**src/rtl/uart_rx_fifo_if.sv**
```systemverilog
// Host-side register interface of the UART receiver:
// FIFO head, occupancy, sticky status and the pop/clear strobes.
interface uart_rx_fifo_if #(
    parameter int FIFO_DEPTH_LOG2 = 3
);
    logic [7:0]               dataOut;
    logic                     parityError;
    logic                     framingError;
    logic                     dataValid;
    logic [FIFO_DEPTH_LOG2:0] fifoCount;
    logic                     receiveReq;
    logic                     clearFlags;
    logic                     overflow;
    logic                     rxBreak;

    modport master (
        output dataOut, parityError, framingError, dataValid,
        output fifoCount, overflow, rxBreak,
        input  receiveReq, clearFlags
    );

    modport slave (
        input  dataOut, parityError, framingError, dataValid,
        input  fifoCount, overflow, rxBreak,
        output receiveReq, clearFlags
    );
endinterface

```
**src/rtl/uart_rx_fifo.sv**
```systemverilog
// Oversampling UART receiver with majority-vote bit recovery,
// error/break detection and a first-word-fall-through receive FIFO.
module uart_rx_fifo #(
    parameter int CLOCK_DIVISOR_WIDTH = 24,
    parameter int OVERSAMPLE          = 16,
    parameter int FIFO_DEPTH_LOG2     = 3
) (
    input  logic                           clk,
    input  logic                           rst,
    input  logic                           rx,
    input  logic [1:0]                     dataBits,
    input  logic                           hasParity,
    input  logic [1:0]                     parityMode,
    input  logic                           extraStopBit,
    input  logic [CLOCK_DIVISOR_WIDTH-1:0] clockDivisor,
    uart_rx_fifo_if.master                 host
);
    localparam int SW    = $clog2(OVERSAMPLE);
    localparam int DEPTH = 1 << FIFO_DEPTH_LOG2;
    localparam int CW    = FIFO_DEPTH_LOG2 + 1;
    localparam logic [SW-1:0] S_A = SW'(OVERSAMPLE / 2 - 1);
    localparam logic [SW-1:0] S_B = SW'(OVERSAMPLE / 2);
    localparam logic [SW-1:0] S_D = SW'(OVERSAMPLE / 2 + 1);
    localparam logic [SW-1:0] S_E = SW'(OVERSAMPLE - 1);

    typedef enum logic [2:0] {
        IDLE, START, DATA, PARITY, STOP1, STOP2, BRKWAIT
    } state_e;

    state_e state_q, state_d;

    logic [1:0] sync_q, vld_q;
    logic       prev_q;
    logic       rxs, start_edge;

    logic [1:0]                     db_q, pm_q;
    logic                           hp_q, es_q;
    logic [CLOCK_DIVISOR_WIDTH-1:0] div_q, cnt_q;
    logic [SW-1:0]                  s_q;
    logic                           tick, decide, bound;

    logic [1:0] smp_q;
    logic       vote;
    logic [7:0] sh_q, data_al;
    logic [3:0] bitn_q, nbits;
    logic       par_q, pbit_q, fe_q;
    logic       brk_cond, pe, fe_fin, push, brk_set;

    logic [9:0]                 mem_q [DEPTH];
    logic [FIFO_DEPTH_LOG2-1:0] wr_q, rd_q;
    logic [CW-1:0]              cnt_fq, cnt_fd;
    logic                       full, empty, pop, wr_en, ovf_set;
    logic                       ovf_q, ovf_d, brk_q, brk_d;
    logic [9:0]                 head;

    // vld_q masks the preset synchroniser value so a line held
    // low across reset release is never seen as a falling edge
    assign rxs        = sync_q[1];
    assign start_edge = (state_q == IDLE) && vld_q[1] && prev_q && !rxs;

    always_ff @(posedge clk) begin
        if (rst) begin
            sync_q <= 2'b11;
            vld_q  <= 2'b00;
            prev_q <= 1'b0;
        end else begin
            sync_q <= {sync_q[0], rx};
            vld_q  <= {vld_q[0], 1'b1};
            prev_q <= rxs & vld_q[1];
        end
    end

    assign tick   = (state_q != IDLE) && (cnt_q == div_q);
    assign decide = tick && (s_q == S_D);
    assign bound  = tick && (s_q == S_E);

    always_ff @(posedge clk) begin
        if (rst || state_q == IDLE) begin
            cnt_q <= '0;
            s_q   <= '0;
        end else if (cnt_q == div_q) begin
            cnt_q <= '0;
            s_q   <= (s_q == S_E) ? '0 : s_q + SW'(1);
        end else begin
            cnt_q <= cnt_q + CLOCK_DIVISOR_WIDTH'(1);
        end
    end

    assign vote = (smp_q[0] & smp_q[1]) | (smp_q[0] & rxs) | (smp_q[1] & rxs);
    assign nbits    = {2'b00, db_q} + 4'd5;
    assign data_al  = sh_q >> (3'd3 - {1'b0, db_q});
    assign brk_cond = (sh_q == 8'h00) && !(hp_q && pbit_q) && !vote;

    always_comb begin
        pe = 1'b0;
        case (pm_q)
            2'b10:   pe = par_q ^ pbit_q;
            2'b01:   pe = ~(par_q ^ pbit_q);
            2'b00:   pe = pbit_q;
            default: pe = ~pbit_q;
        endcase
        pe = pe & hp_q;
    end

    always_ff @(posedge clk) begin
        if (rst) begin
            state_q <= IDLE;
        end else begin
            state_q <= state_d;
        end
    end

    always_comb begin
        state_d = state_q;
        case (state_q)
            IDLE:    if (start_edge) state_d = START;
            START:   if (decide && vote) state_d = IDLE;
                     else if (bound) state_d = DATA;
            DATA:    if (bound && bitn_q == nbits)
                         state_d = hp_q ? PARITY : STOP1;
            PARITY:  if (bound) state_d = STOP1;
            STOP1:   if (decide && brk_cond) state_d = BRKWAIT;
                     else if (decide && !es_q) state_d = IDLE;
                     else if (bound) state_d = STOP2;
            STOP2:   if (decide) state_d = IDLE;
            BRKWAIT: if (rxs) state_d = IDLE;
            default: state_d = IDLE;
        endcase
    end

    always_comb begin
        push    = 1'b0;
        brk_set = 1'b0;
        fe_fin  = fe_q | ~vote;
        if (decide) begin
            case (state_q)
                STOP1: begin
                    brk_set = brk_cond;
                    push    = !brk_cond && !es_q;
                end
                STOP2:   push = 1'b1;
                default: push = 1'b0;
            endcase
        end
    end

    always_ff @(posedge clk) begin
        if (rst) begin
            db_q   <= '0;
            hp_q   <= 1'b0;
            pm_q   <= '0;
            es_q   <= 1'b0;
            div_q  <= '0;
            smp_q  <= '0;
            sh_q   <= '0;
            bitn_q <= '0;
            par_q  <= 1'b0;
            pbit_q <= 1'b0;
            fe_q   <= 1'b0;
        end else begin
            if (start_edge) begin
                db_q   <= dataBits;
                hp_q   <= hasParity;
                pm_q   <= parityMode;
                es_q   <= extraStopBit;
                div_q  <= clockDivisor;
                sh_q   <= '0;
                bitn_q <= '0;
                par_q  <= 1'b0;
                pbit_q <= 1'b0;
                fe_q   <= 1'b0;
            end
            if (tick && s_q == S_A) smp_q[0] <= rxs;
            if (tick && s_q == S_B) smp_q[1] <= rxs;
            if (decide) begin
                case (state_q)
                    DATA: begin
                        sh_q   <= {vote, sh_q[7:1]};
                        bitn_q <= bitn_q + 4'd1;
                        par_q  <= par_q ^ vote;
                    end
                    PARITY:  pbit_q <= vote;
                    STOP1:   fe_q   <= ~vote;
                    default: ;
                endcase
            end
        end
    end

    // a full FIFO still accepts a frame when the head leaves the same cycle
    assign full    = (cnt_fq == CW'(DEPTH));
    assign empty   = (cnt_fq == '0);
    assign pop     = host.receiveReq && !empty;
    assign wr_en   = push && (!full || pop);
    assign ovf_set = push && full && !pop;

    always_comb begin
        cnt_fd = cnt_fq;
        if (wr_en && !pop) cnt_fd = cnt_fq + CW'(1);
        else if (!wr_en && pop) cnt_fd = cnt_fq - CW'(1);
    end

    assign ovf_d = ovf_set | (ovf_q & ~host.clearFlags);
    assign brk_d = brk_set | (brk_q & ~host.clearFlags);

    always_ff @(posedge clk) begin
        if (wr_en) mem_q[wr_q] <= {fe_fin, pe, data_al};
    end

    always_ff @(posedge clk) begin
        if (rst) begin
            wr_q   <= '0;
            rd_q   <= '0;
            cnt_fq <= '0;
            ovf_q  <= 1'b0;
            brk_q  <= 1'b0;
        end else begin
            if (wr_en) wr_q <= wr_q + FIFO_DEPTH_LOG2'(1);
            if (pop)   rd_q <= rd_q + FIFO_DEPTH_LOG2'(1);
            cnt_fq <= cnt_fd;
            ovf_q  <= ovf_d;
            brk_q  <= brk_d;
        end
    end

    assign head              = empty ? 10'd0 : mem_q[rd_q];
    assign host.dataOut      = head[7:0];
    assign host.parityError  = head[8];
    assign host.framingError = head[9];
    assign host.dataValid    = !empty;
    assign host.fifoCount    = cnt_fq;
    assign host.overflow     = ovf_q;
    assign host.rxBreak      = brk_q;
endmodule

```
**src/flat_wrapper.sv**
```systemverilog
// flat-port wrapper written by rule: the top's interface ports become plain ports
module uart_rx_fifo_flat 
#(
    parameter int CLOCK_DIVISOR_WIDTH = 24,
    parameter int OVERSAMPLE          = 16,
    parameter int FIFO_DEPTH_LOG2     = 3
)
  (clk, rst, rx, dataBits, hasParity, parityMode, extraStopBit, clockDivisor, host_dataOut, host_parityError, host_framingError, host_dataValid, host_fifoCount, host_overflow, host_rxBreak, host_receiveReq, host_clearFlags);
  uart_rx_fifo_if #(.FIFO_DEPTH_LOG2(FIFO_DEPTH_LOG2)) host_i ();
  input  logic clk;
  input  logic rst;
  input  logic rx;
  input  logic [1:0] dataBits;
  input  logic hasParity;
  input  logic [1:0] parityMode;
  input  logic extraStopBit;
  input  logic [CLOCK_DIVISOR_WIDTH-1:0] clockDivisor;
  output wire logic [$bits(host_i.dataOut)-1:0] host_dataOut;
  output wire logic [$bits(host_i.parityError)-1:0] host_parityError;
  output wire logic [$bits(host_i.framingError)-1:0] host_framingError;
  output wire logic [$bits(host_i.dataValid)-1:0] host_dataValid;
  output wire logic [$bits(host_i.fifoCount)-1:0] host_fifoCount;
  output wire logic [$bits(host_i.overflow)-1:0] host_overflow;
  output wire logic [$bits(host_i.rxBreak)-1:0] host_rxBreak;
  input wire logic [$bits(host_i.receiveReq)-1:0] host_receiveReq;
  input wire logic [$bits(host_i.clearFlags)-1:0] host_clearFlags;
  assign host_dataOut = host_i.dataOut;
  assign host_parityError = host_i.parityError;
  assign host_framingError = host_i.framingError;
  assign host_dataValid = host_i.dataValid;
  assign host_fifoCount = host_i.fifoCount;
  assign host_overflow = host_i.overflow;
  assign host_rxBreak = host_i.rxBreak;
  assign host_i.receiveReq = host_receiveReq;
  assign host_i.clearFlags = host_clearFlags;
  uart_rx_fifo #(.CLOCK_DIVISOR_WIDTH(CLOCK_DIVISOR_WIDTH), .OVERSAMPLE(OVERSAMPLE), .FIFO_DEPTH_LOG2(FIFO_DEPTH_LOG2)) u_core (.clk(clk), .rst(rst), .rx(rx), .dataBits(dataBits), .hasParity(hasParity), .parityMode(parityMode), .extraStopBit(extraStopBit), .clockDivisor(clockDivisor), .host(host_i));
endmodule
```
**config.mk**
```make
export PLATFORM = sky130hd
export DESIGN_NAME = uart_rx_fifo_flat
export DESIGN_NICKNAME = d
export VERILOG_FILES = /design/src/rtl/uart_rx_fifo_if.sv /design/src/rtl/uart_rx_fifo.sv /design/src/flat_wrapper.sv
export SDC_FILE = /design/constraint.sdc
export NUM_CORES = 1
export LEC_CHECK = 0
export BUFFER_PORTS_ARGS = -buffer_cell sky130_fd_sc_hd__buf_2
export CORE_MARGIN = 4
export CORE_UTILIZATION = 25
export CTS_CLUSTER_DIAMETER = 30
export CTS_CLUSTER_SIZE = 16
export DETAILED_ROUTE_END_ITERATION = 8
export GPL_ROUTABILITY_DRIVEN = 0
export HOLD_SLACK_MARGIN = 0.02
export PLACE_DENSITY_LB_ADDON = 0.05
export SYNTH_ARGS = -nofsm -noshare
export SYNTH_HDL_FRONTEND = slang
export SYNTH_SLANG_ARGS = --single-unit
```
**constraint.sdc**
```tcl
create_clock -name clk -period 5.7 [get_ports clk]
set_input_delay 0.285 -clock clk [delete_from_list [all_inputs] [get_ports clk]]
set_output_delay 0.285 -clock clk [all_outputs]
set_load 0.01 [all_outputs]
```
==> results of run 1 <==
## worst max path at each step
stage	to	slack (ns)	cells after the start
CTS	u_core.host.fifoCount[3]$_SDFFE_PP0P_	1.98	13
global route	u_core.host.fifoCount[3]$_SDFFE_PP0P_	1.69	13
detailed placement	u_core.host.fifoCount[3]$_SDFFE_PP0P_	1.99	13
global placement	u_core.host.fifoCount[3]$_SDFFE_PP0P_	2.11	13
finish	u_core.host.fifoCount[3]$_SDFFE_PP0P_	2.05	13
floorplan	u_core.host.fifoCount[3]$_SDFFE_PP0P_	2.49	14
## metal layers
metal	track usage (%)	wire length [um]
met1	15.1	8780
met2	19.7	9270
met5	0	0
met3	2.20	453
met4	2.89	161
## final cells by class
cell class	instances	area share, %
clock inverter	14	1.57
inverter	13	0.543
timing repair buffer	65	4.04
tap	390	5.43
multi-input combinational	462	35.0
clock buffer	18	4.78
sequential	178	48.6
## worst max-delay path, cell delays in order (launching register included)
cell and delay, ns:
dfxtp_1 0.35, xor2_1 0.15, nor4_1 0.53, nand4_2 0.36, nor4_4 0.37, and3_1 0.35, ha_1 0.22, inv_1 0.09
ha_1 0.27, a21o_1 0.18, a21oi_1 0.17, xnor2_1 0.10, or3_1 0.31, a21oi_1 0.14
## flip-flops by register name (all words and copies together), names as in the netlist, 2 cells and up, named ones only
| name | flops |
|---|---|
| u_core.div_q | 24 |
| u_core.rd_q | 3 |
| u_core.s_q | 4 |
| u_core.cnt_q | 24 |
| u_core.mem_q | 80 |
| u_core.state_q | 3 |
| u_core.bitn_q | 4 |
| u_core.wr_q | 3 |
| u_core.vld_q | 2 |
| u_core.pm_q | 2 |
| u_core.sync_q | 2 |
| u_core.smp_q | 2 |
| u_core.db_q | 2 |
| u_core.host.fifoCount | 4 |
| u_core.sh_q | 8 |
## metrics by stage
| step | instance area [um2] | worst slack, ns |
|---|---|---|
| 6_report | 8980 | 2.05 |
| 3_5_place_dp | 8400 | 1.99 |
| 4_1_cts | 8980 | 1.98 |
| 2_1_floorplan | 7680 | 2.49 |
| 3_3_place_gp | 8400 | 2.11 |
| 5_1_grt | 8980 | 1.69 |
## power groups by stage
| stage | Sequential (uW) | Clock [uW] | Combinational (uW) |
|---|---|---|---|
| floorplan | 1350 | 0 | 12.0 |
| global placement | 1350 | 0 | 29.2 |
| detailed placement | 1350 | 0 | 29.7 |
| CTS | 1320 | 1200 | 30.4 |
| global route | 1320 | 1260 | 33.2 |
| finish | 1320 | 1160 | 29.1 |
## cell usage in the layout (no fill, tap or decap), types with 3 or more instances in the layout
cell / n
nand2_1: 101
dfxtp_1: 98
edfxtp_1: 80
nor2_1: 60
a21oi_1: 58
buf_2: 51
xor2_1: 42
mux2i_1: 26
nand3_1: 26
mux4_2: 20
clkbuf_16: 17
o21ai_0: 14
inv_1: 13
buf_4: 13
ha_1: 11
and3_1: 10
xnor2_1: 10
nor4_1: 7
nor3_1: 6
nand4_1: 6
or3_1: 6
nor3b_1: 5
nand2b_1: 4
inv_6: 4
mux2_2: 3
nor2b_1: 3
or2_2: 3
and4_1: 3
inv_8: 3
inv_4: 3
## cell families after synthesis
kind of cell,Yosys count,synth area share (%)
muxes,50,9.84
adders and majority gates,13,2.18
xor gates and xnor gates,52,5.93
and+or+nand+nor,256,15.8
buffers and inverters,46,2.41
DFF,178,56.8
AOI/OAI and AO/OA,91,7.00
==> out/metrics.cfg, run 1 <==
[run_status]
outcome = completed

[clock_tree]
cts_setup_buffers = 0
cts.clk_slew.worst_paths_ns = 0.08
cts.hold.buffers_added = 1
cts_resized = 0
clock_latency_ns = 0.42
cts_made_buffers = 17
cts_tree = yes
cts-root-buf = clkbuf_16
cts_max_level = 4
clkSinkCount = 178
cts_buffer_depth = 2

[yosys]
syn_nets = 733
syn_area_per_cell_um2 = 11.2
syn-cell-area_um2 = 7680
async_flop_share_pct = 0
synth_warnings = 0
synth_top_area_cell = edfxtp_1
synth_top_area_share_pct = 31.3
yosys-top-cells-area = edfxtp_1 (31%), dfxtp_1 (26%), mux4_2 (5.9%)
synth_cell_types = 60
ys_seq_area_share_pct = 56.8
syn_inst = 686
synth_seq_cells = 178
synth_most_common_cell = nand2_1
synth_edf_count = 80
ys.flop_type = dfxtp_1
yosys-top-cells-count = nand2_1 (101), dfxtp_1 (98), edfxtp_1 (80)

[placement]
dp_cells = 1107
port_buffers = 51
dp_hpwl_mm = 12.5

[worst_setup_path]
critPathCaptureType = flip-flop
reg2reg_to = u_core.host.fifoCount[3]$_SDFFE_PP0P_
reg2reg_depth = 13
worstPathArrival_ns = 4.00
timing.rr.start = u_core.cnt_q[18]$_SDFF_PP0_
critical_path_class = reg -> reg
startpoint = u_core.cnt_q[18]$_SDFF_PP0_
critPathMaxFanout = 7
r2r_slack_ns = 2.05
crit_required_ns = 6.04
critPathLaunchType = flip-flop

[layout]
antennaDiodeCount = 0
drive_gt1_share_pct = 17.7
finalNonFillerCells = 1140
regArea_um2 = 4360
final_util_pct = 30.0
finalNetCount = 784
multi_input_area_um2 = 3140
fill_cells = 3107
syn_to_final_growth_pct = 16.9

[floorplanning]
die_x_um = 183
start_util_pct = 25.6
die-area_um2 = 33600
rows = 63
ioPinCount = 52
fp.dieH_um = 183
fp.coreArea_um2 = 30000

[power]
leakage_uw = 0.00317
p_clk_share_pct = 46.2
cellPowerDensity_nw_per_um2 = 280
p_total_uw = 2510
power_frac_comb_pct = 1.2
ir_worst_vdd_mv = 0.152
seq_power_share_pct = 52.7
intPower_uw = 1950
p_sw_share_pct = 22.3
power_switching_uw = 560

[grt]
grt_max_degree = 68
grt_pass1_vias = 5308
antenna_found_initial = 0
grt-ovfl-total = 0
grt_use_total_pct = 11.5
grt_pass1_wl_mm = 30.1

[route]
drtIter0Drc = 238
vias = 5135
ant_nets = 0
routed_wl_mm = 18.7
post_drt_wl_per_cell_um = 16.4
firstDrtPassIters = 4
drc_errors = 0
vias_per_cell = 4.50

[min_path]
hold-path-cell-count = 3
min_to = u_core.div_q[7]$_SDFFE_PP0P_
min_path_type = in -> reg
hp-start = clockDivisor[7]

[timing]
finClkSkew_ns = 0.0164
timing.final.crit_share_pct = 64.1
rsz0062_at_grt = no
setup_viol = 0
holdWs_ns = 0.0943
slew_viol_final = 0
finalCriticalPeriod_ns = 3.65
finalHoldViolCount = 0
fmax_mhz = 274
slew_headroom_pct = 25.0
tightest_slew_ns = 1.12
setup_tns_ns = 0

[run]
max_cap_viol_count = 0

Note: power is estimated with default switching activity, not from simulation.
==> run 2: changes to the inputs <==
--- a/config.mk
+++ b/config.mk
@@ -5,6 +5,7 @@
 export SDC_FILE = /design/constraint.sdc
 export NUM_CORES = 1
 export LEC_CHECK = 0
+export ABC_AREA = 1
 export BUFFER_PORTS_ARGS = -buffer_cell sky130_fd_sc_hd__buf_2
 export CORE_MARGIN = 4
 export CORE_UTILIZATION = 25
==> constraint.sdc (replaced) <==
create_clock -name clk -period 3.32 [get_ports clk]
set_input_delay 0.166 -clock clk [delete_from_list [all_inputs] [get_ports clk]]
set_output_delay 0.166 -clock clk [all_outputs]
set_load 0.01 [all_outputs]
==> out/metrics.cfg, run 2 <==
[floorplanning]
fp.dieH_um = 190  ; +3.9%
ioPinCount = 52  ; unchanged
rows = 66  ; +4.8%
die-area_um2 = 36300  ; +8.0%
fp.coreArea_um2 = 32700  ; +9.2%
start_util_pct = 25.5  ; -0.20 points
die_x_um = 190  ; +3.9%

[worst_setup_path]
crit_required_ns = 3.65  ; -2.39 ns
reg2reg_to = u_core.host.fifoCount[3]$_SDFFE_PP0P_
critPathCaptureType = flip-flop
r2r_slack_ns = 0.35  ; -1.70 ns
critPathMostFrequentCell = nand2_1
cp_slowest_cell = dfxtp_1
timing.rr.start = u_core.cnt_q[8]$_SDFF_PP0_
critical_path_class = reg -> reg
worstPathArrival_ns = 3.30  ; -0.70 ns
max_stage_delay_ns = 0.36  ; -0.17 ns
worstPathCellList = inv_1 -> nand2_1 -> nand2_1 -> nand2_1 -> nor2_2 -> nand2_2 -> nor2_4 -> nand4_4 -> nor2_2 -> nand2_2 -> clkinv_2 -> ha_1 -> inv_1 -> ha_1 -> and3_1 -> a211oi_2 -> nor2_1 -> nor2_1 -> nand2_1 -> o21ai_0 -> a21oi_1
reg2reg_depth = 21  ; +8
critPathMaxFanout = 6  ; -1
critPathLaunchType = flip-flop

[min_path]
min_path_type = in -> reg
min_to = u_core.div_q[11]$_SDFFE_PP0P_
hold-path-cell-count = 3  ; unchanged
hp-start = clockDivisor[11]

[clock_tree]
cts.clk_slew.worst_paths_ns = 0.07  ; about the same
clock_latency_ns = 0.43  ; about the same
cts_max_level = 4  ; unchanged
cts-root-buf = clkbuf_16
cts_made_buffers = 17  ; unchanged
clkSinkCount = 178  ; unchanged
cts_buffer_depth = 2  ; unchanged
cts_tree = yes

[route]
routed_wl_mm = 23.0  ; +23%
post_drt_wl_per_cell_um = 15.2  ; -7.3%
drtIter0Drc = 310  ; +30%
firstDrtPassIters = 4  ; unchanged
ant_nets = 0  ; unchanged
vias = 6536  ; +27%
drc_errors = 0  ; unchanged
vias_per_cell = 4.32  ; -4.2%

[timing]
setup_viol = 0  ; unchanged
finalHoldViolCount = 0  ; unchanged
tightest_slew_ns = 0.998  ; -0.126 ns
timing.final.crit_share_pct = 89.5  ; +25 points
rsz0062_at_grt = no
slew_viol_final = 0  ; unchanged
setup_tns_ns = 0  ; unchanged
fmax_mhz = 336  ; +23%
slew_headroom_pct = 32.8  ; +7.8 points
finClkSkew_ns = 0.00962  ; -0.00679 ns
finalCriticalPeriod_ns = 2.97  ; -0.679 ns

[layout]
top_register = u_core.mem_q
antennaDiodeCount = 0  ; unchanged
syn_to_final_growth_pct = 19.2
final_cell_mix = nor2_1 (154), nand2_1 (152), o21ai_0 (108)
reg.largest.list = u_core.mem_q x80, u_core.cnt_q x24, u_core.div_q x24
largest_reg_flops = 80  ; unchanged
final_common_cell = nor2_1
finalNetCount = 1106  ; +41%
fin_area_um2 = 9920  ; +11%
drive_gt1_share_pct = 15.6  ; -2.2 points
finalNonFillerCells = 1514  ; +33%

[grt]
antenna_found_initial = 0  ; unchanged
grt_pass1_wl_mm = 36.9  ; +22%
grt-ovfl-total = 0  ; unchanged
grt_pass1_vias = 6484  ; +22%
grt_use_total_pct = 13.1  ; +1.6 points
grt_max_degree = 42  ; -38%

[run]
max_cap_viol_count = 0  ; unchanged

[yosys]
ys.flop_type = dfxtp_1
synth_warnings = 0  ; unchanged
syn_area_per_cell_um2 = 8.50  ; -24%
async_flop_share_pct = 0  ; unchanged
synth_seq_cells = 178  ; unchanged
ys_seq_area_share_pct = 52.4  ; -4.4 points
syn_inst = 979  ; +43%
synth_top_area_share_pct = 28.9  ; -2.4 points
synth_cell_types = 51  ; -15%
syn-cell-area_um2 = 8320  ; +8.3%
syn_nets = 1026  ; +40%
synth_most_common_cell = nor2_1
synth_top_area_cell = edfxtp_1
yosys-top-cells-count = nor2_1 (154), nand2_1 (152), o21ai_0 (108)
yosys-top-cells-area = edfxtp_1 (29%), dfxtp_1 (24%), nor2_1 (6.9%)
synth_edf_count = 80  ; unchanged

[placement]
dpl_cell_area_um2 = 9170  ; +9.2%
port_buffers = 51  ; unchanged
dp_cells = 1463  ; +32%
dp_hpwl_mm = 15.9  ; +27%

[power]
ir_worst_vdd_mv = 0.332  ; +120%
cellPowerDensity_nw_per_um2 = 608  ; +120%
leakage_uw = 0.00380  ; +20%

[run_status]
outcome = completed

## run 2: area by class of cell
type | count | area, um2
clock inverters | 8 | 90.1
clock buffers | 24 | 462
multi-input cells | 654 | 3390
fillers | 3546 | 22800
inverters | 112 | 422
flip-flops and latches | 178 | 4370
repair buffers | 96 | 638
well taps | 442 | 553
## run 2: worst max-delay path by stage
stage,from,end,cells after the start
after floorplan,u_core.cnt_q[18]$_SDFF_PP0_,u_core.host.fifoCount[3]$_SDFFE_PP0P_,20
after global placement,u_core.cnt_q[13]$_SDFF_PP0_,u_core.host.fifoCount[3]$_SDFFE_PP0P_,20
after detailed placement,u_core.cnt_q[13]$_SDFF_PP0_,u_core.host.fifoCount[3]$_SDFFE_PP0P_,20
after CTS,u_core.cnt_q[13]$_SDFF_PP0_,u_core.host.fifoCount[3]$_SDFFE_PP0P_,20
after global routing,u_core.cnt_q[8]$_SDFF_PP0_,u_core.host.fifoCount[3]$_SDFFE_PP0P_,21
final,u_core.cnt_q[8]$_SDFF_PP0_,u_core.host.fifoCount[3]$_SDFFE_PP0P_,21
## run 2: timing repair
action,4_1_cts,5_1_grt
buffers inserted,0,1
resized for setup,0,8
endpoints found under the hold margin,19,0
hold buffers,18,0
setup endpoints to repair,0,1
## run 2: power breakdown
| group | internal, uW | total (uW) | switching (uW) |
|---|---|---|---|
| clock network | 1120 | 1970 | 844 |
| registers | 2350 | 2420 | 76.2 |
| logic | 558 | 1650 | 1090 |
## run 2: kinds of logic after synthesis
kind of cell    count (synthesis)  share of synthesized area (%)
fa+ha+maj                      12                           1.89
mux                             1                          0.120
buf+inv                       147                           6.93
xor+xnor                       25                           2.63
simple gates                  401                           22.1
flops                         178                           52.4
compound gates                215                           13.9
## run 2: per-layer routing
layer  track usage (%)  up-vias  part of all wire [%]
met5                 0        -                     0
met2              22.7       84                    49
li1                  -     3412                     -
met4              3.92        0                   1.5
met3              2.18       23                   2.5
met1              16.9     3017                    47
## run 2: per-stage QoR
stage          util, %  power (uW)  hold WS, ns  setup WS [ns]
2_1_floorplan        -        3550        0.270          0.507
3_3_place_gp      28.0        4160        0.360          0.149
3_5_place_dp      28.0        4140        0.362          0.190
4_1_cts           30.3        6160       0.0204          0.200
5_1_grt           30.3        6470       0.0543         0.0177
6_report          30.3        6040       0.0353          0.347
## run 2: critical path, delay by kind of cell, from the launching register on
kind / cells / cell delay (ns)
buffers and inverters: 3 / 0.30
adders and majority gates: 2 / 0.51
DFF: 1 / 0.36
AOI/OAI and AO/OA: 3 / 0.35
and+or+nand+nor: 13 / 1.36
==> run 3: changes to the inputs <==
--- a/config.mk
+++ b/config.mk
@@ -7,7 +7,6 @@
 export LEC_CHECK = 0
 export ABC_AREA = 1
 export BUFFER_PORTS_ARGS = -buffer_cell sky130_fd_sc_hd__buf_2
-export CORE_MARGIN = 4
 export CORE_UTILIZATION = 25
 export CTS_CLUSTER_DIAMETER = 30
 export CTS_CLUSTER_SIZE = 16
==> constraint.sdc (replaced) <==
create_clock -name clk -period 3.6 [get_ports clk]
set_input_delay 0.18 -clock clk [delete_from_list [all_inputs] [get_ports clk]]
set_output_delay 0.18 -clock clk [all_outputs]
set_load 0.01 [all_outputs]
==> out/metrics.cfg, run 3 (synthesized netlist as in run 2, its figures left out) <==
[floorplanning]
fp.dieH_um = 184  ; -3.2%
ioPinCount = 52  ; unchanged
die_x_um = 184  ; -3.2%
die-area_um2 = 34000  ; -6.2%
rows = 66  ; unchanged
fp.coreArea_um2 = 32600  ; -0.25%
start_util_pct = 25.5  ; +0.064 points

[timing]
setup_tns_ns = 0  ; unchanged
finalHoldViolCount = 0  ; unchanged
finalCriticalPeriod_ns = 3.08  ; +0.107 ns
tightest_slew_ns = 0.928  ; -0.0700 ns
rsz0062_at_grt = no
setup_slack_ns = 0.520  ; +0.173 ns
fmax_mhz = 325  ; -3.5%
setup_viol = 0  ; unchanged
timing.final.crit_share_pct = 85.5  ; -4.0 points
slew_viol_final = 0  ; unchanged
slew_headroom_pct = 37.5  ; +4.7 points
finClkSkew_ns = 0.0123  ; +0.00271 ns

[worst_setup_path]
critPathMostFrequentCell = nor2_1
cp_slowest_cell = dfxtp_1
worstPathArrival_ns = 3.40  ; +0.10 ns
critical_path_class = reg -> reg
max_stage_delay_ns = 0.46  ; +0.10 ns
critPathLaunchType = flip-flop
critPathCaptureType = flip-flop
critPathMaxFanout = 6  ; unchanged
crit_required_ns = 3.92  ; +0.27 ns
worstPathCellList = xnor2_1 -> nand2_1 -> nor2_1 -> nand2_2 -> nor2_4 -> nand4_4 -> nor2_2 -> nand2_2 -> clkinv_2 -> ha_1 -> inv_1 -> ha_1 -> and3_1 -> a211oi_1 -> nor2_1 -> nor2_1 -> nand2_1 -> o21ai_0 -> a21oi_1

[grt]
antenna_found_initial = 0  ; unchanged
grt_pass1_wl_mm = 36.8  ; -0.28%
grt_pass1_vias = 6522  ; +0.59%
grt-ovfl-total = 0  ; unchanged
grt_max_degree = 41  ; -2.4%
grt_use_total_pct = 14.3  ; +1.2 points

[power]
p_total_uw = 5860  ; -3.0%
cellPowerDensity_nw_per_um2 = 588  ; -3.3%
leakage_uw = 0.00381  ; +0.11%
ir_worst_vdd_mv = 0.291  ; -12%

[layout]
drive_gt1_share_pct = 15.0  ; -0.54 points
final_common_cell = nor2_1
final_cell_mix = nor2_1 (154), nand2_1 (152), o21ai_0 (107)
syn_to_final_growth_pct = 19.6
fill_cells = 3531  ; -0.42%
antennaDiodeCount = 0  ; unchanged
largest_reg_flops = 80  ; unchanged
reg.largest.list = u_core.mem_q x80, u_core.cnt_q x24, u_core.div_q x24
finalNetCount = 1099  ; -0.63%
top_register = u_core.mem_q

[route]
drtIter0Drc = 292  ; -5.8%
routed_wl_mm = 23.0  ; about the same
post_drt_wl_per_cell_um = 15.3  ; +0.51%
vias = 6564  ; +0.43%
vias_per_cell = 4.36  ; +0.96%
ant_nets = 0  ; unchanged
firstDrtPassIters = 5  ; +1
drc_errors = 0  ; unchanged

[min_path]
min_path_type = in -> reg

[clock_tree]
cts_tree = yes
cts_max_level = 4  ; unchanged
cts_setup_buffers = 0  ; unchanged
cts_made_buffers = 17  ; unchanged
cts_buffer_depth = 2  ; unchanged
cts-root-buf = clkbuf_16
clkSinkCount = 178  ; unchanged
cts.clk_slew.worst_paths_ns = 0.07  ; about the same
clock_latency_ns = 0.44  ; about the same

[placement]
post-place-ws_ns = 0.415  ; +0.225 ns
dp_hpwl_mm = 15.9  ; about the same
port_buffers = 51  ; unchanged

[run]
max_cap_viol_count = 0  ; unchanged

[run_status]
outcome = completed

[run 3: changes by cell type in the layout (fill, tap and decap cells not counted), sizes merged]
cell / change
clkinv: -3
dlygate4sd3: -1
clkinvlp: +1
inv: +5
buf: -6
bufinv: +3
clkbuf: -7
[run 3: worst max-delay path: cells and delay by family, from the launching register on]
family | cells | cell delay, ns
compound gates | 3 | 0.42
fa+ha+maj | 2 | 0.50
xor+xnor | 1 | 0.17
flops | 1 | 0.46
simple gates | 11 | 1.26
buf+inv | 2 | 0.17
[run 3: repair_timing]
action / 4_1_cts / 5_1_grt
endpoints found under the setup margin: 0 / 1
hold endpoints to repair: 18 / 0
resized for setup: 0 / 1
hold buffers: 17 / 0
[run 3: area by class of cell]
type | count | area [um2] | share of cell area (%)
Clock buffer | 17 | 425 | 4.27
Clock inverter | 14 | 226 | 2.27
Inverter | 112 | 422 | 4.24
Multi-Input combinational cell | 654 | 3380 | 34.0
Sequential cell | 178 | 4360 | 43.8
Tap cell | 442 | 553 | 5.55
Timing Repair Buffer | 89 | 583 | 5.86
[run 3: path summary, 6_finish.rpt]
path,start,to,slack (ns),cells after the start
setup / recovery,u_core.cnt_q[18]$_SDFF_PP0_,u_core.host.fifoCount[3]$_SDFFE_PP0P_,0.52,19
hold reg to reg,u_core.vld_q[0]$_DFF_P_,u_core.vld_q[1]$_SDFF_PP0_,0.40,2
hold / removal,parityMode[0],u_core.pm_q[0]$_SDFFE_PP0P_,0.04,3
setup reg to reg,u_core.cnt_q[18]$_SDFF_PP0_,u_core.host.fifoCount[3]$_SDFFE_PP0P_,0.52,19
[run 3: report_power, final]
group / internal, uW / leakage, uW / switching [uW]
Sequential: 2160 / 0.00154 / 71.1
Clock: 1240 / 0.000313 / 857
Combinational: 510 / 0.00196 / 1010
Total: 3920 / 0.00381 / 1940
[run 3: layer usage]
layer / wire (um) / share of wire [%] / GRT usage [%] / vias up
li1: - / - / - / 3406
met1: 11200 / 49 / 18.4 / 3066
met2: 11100 / 48 / 24.5 / 74
met5: 0 / 0 / 0 / -
met4: 260 / 1.1 / 4.33 / 0
met3: 469 / 2.0 / 2.39 / 18
[run 3: stage by stage]
| step | cell area (um2) | hold slack, ns | std cells | utilization, % |
|---|---|---|---|---|
| 6_report | 9960 | 0.0401 | 1506 | 30.5 |
| 5_1_grt | 9960 | 0.0511 | 1506 | 30.5 |
| 4_1_cts | 9960 | 0.0200 | 1506 | 30.5 |
| 3_5_place_dp | 9130 | 0.373 | 1458 | 28.0 |
| 3_3_place_gp | 9130 | 0.370 | 1458 | 28.0 |
| 2_1_floorplan | 8320 | 0.284 | 979 | - |
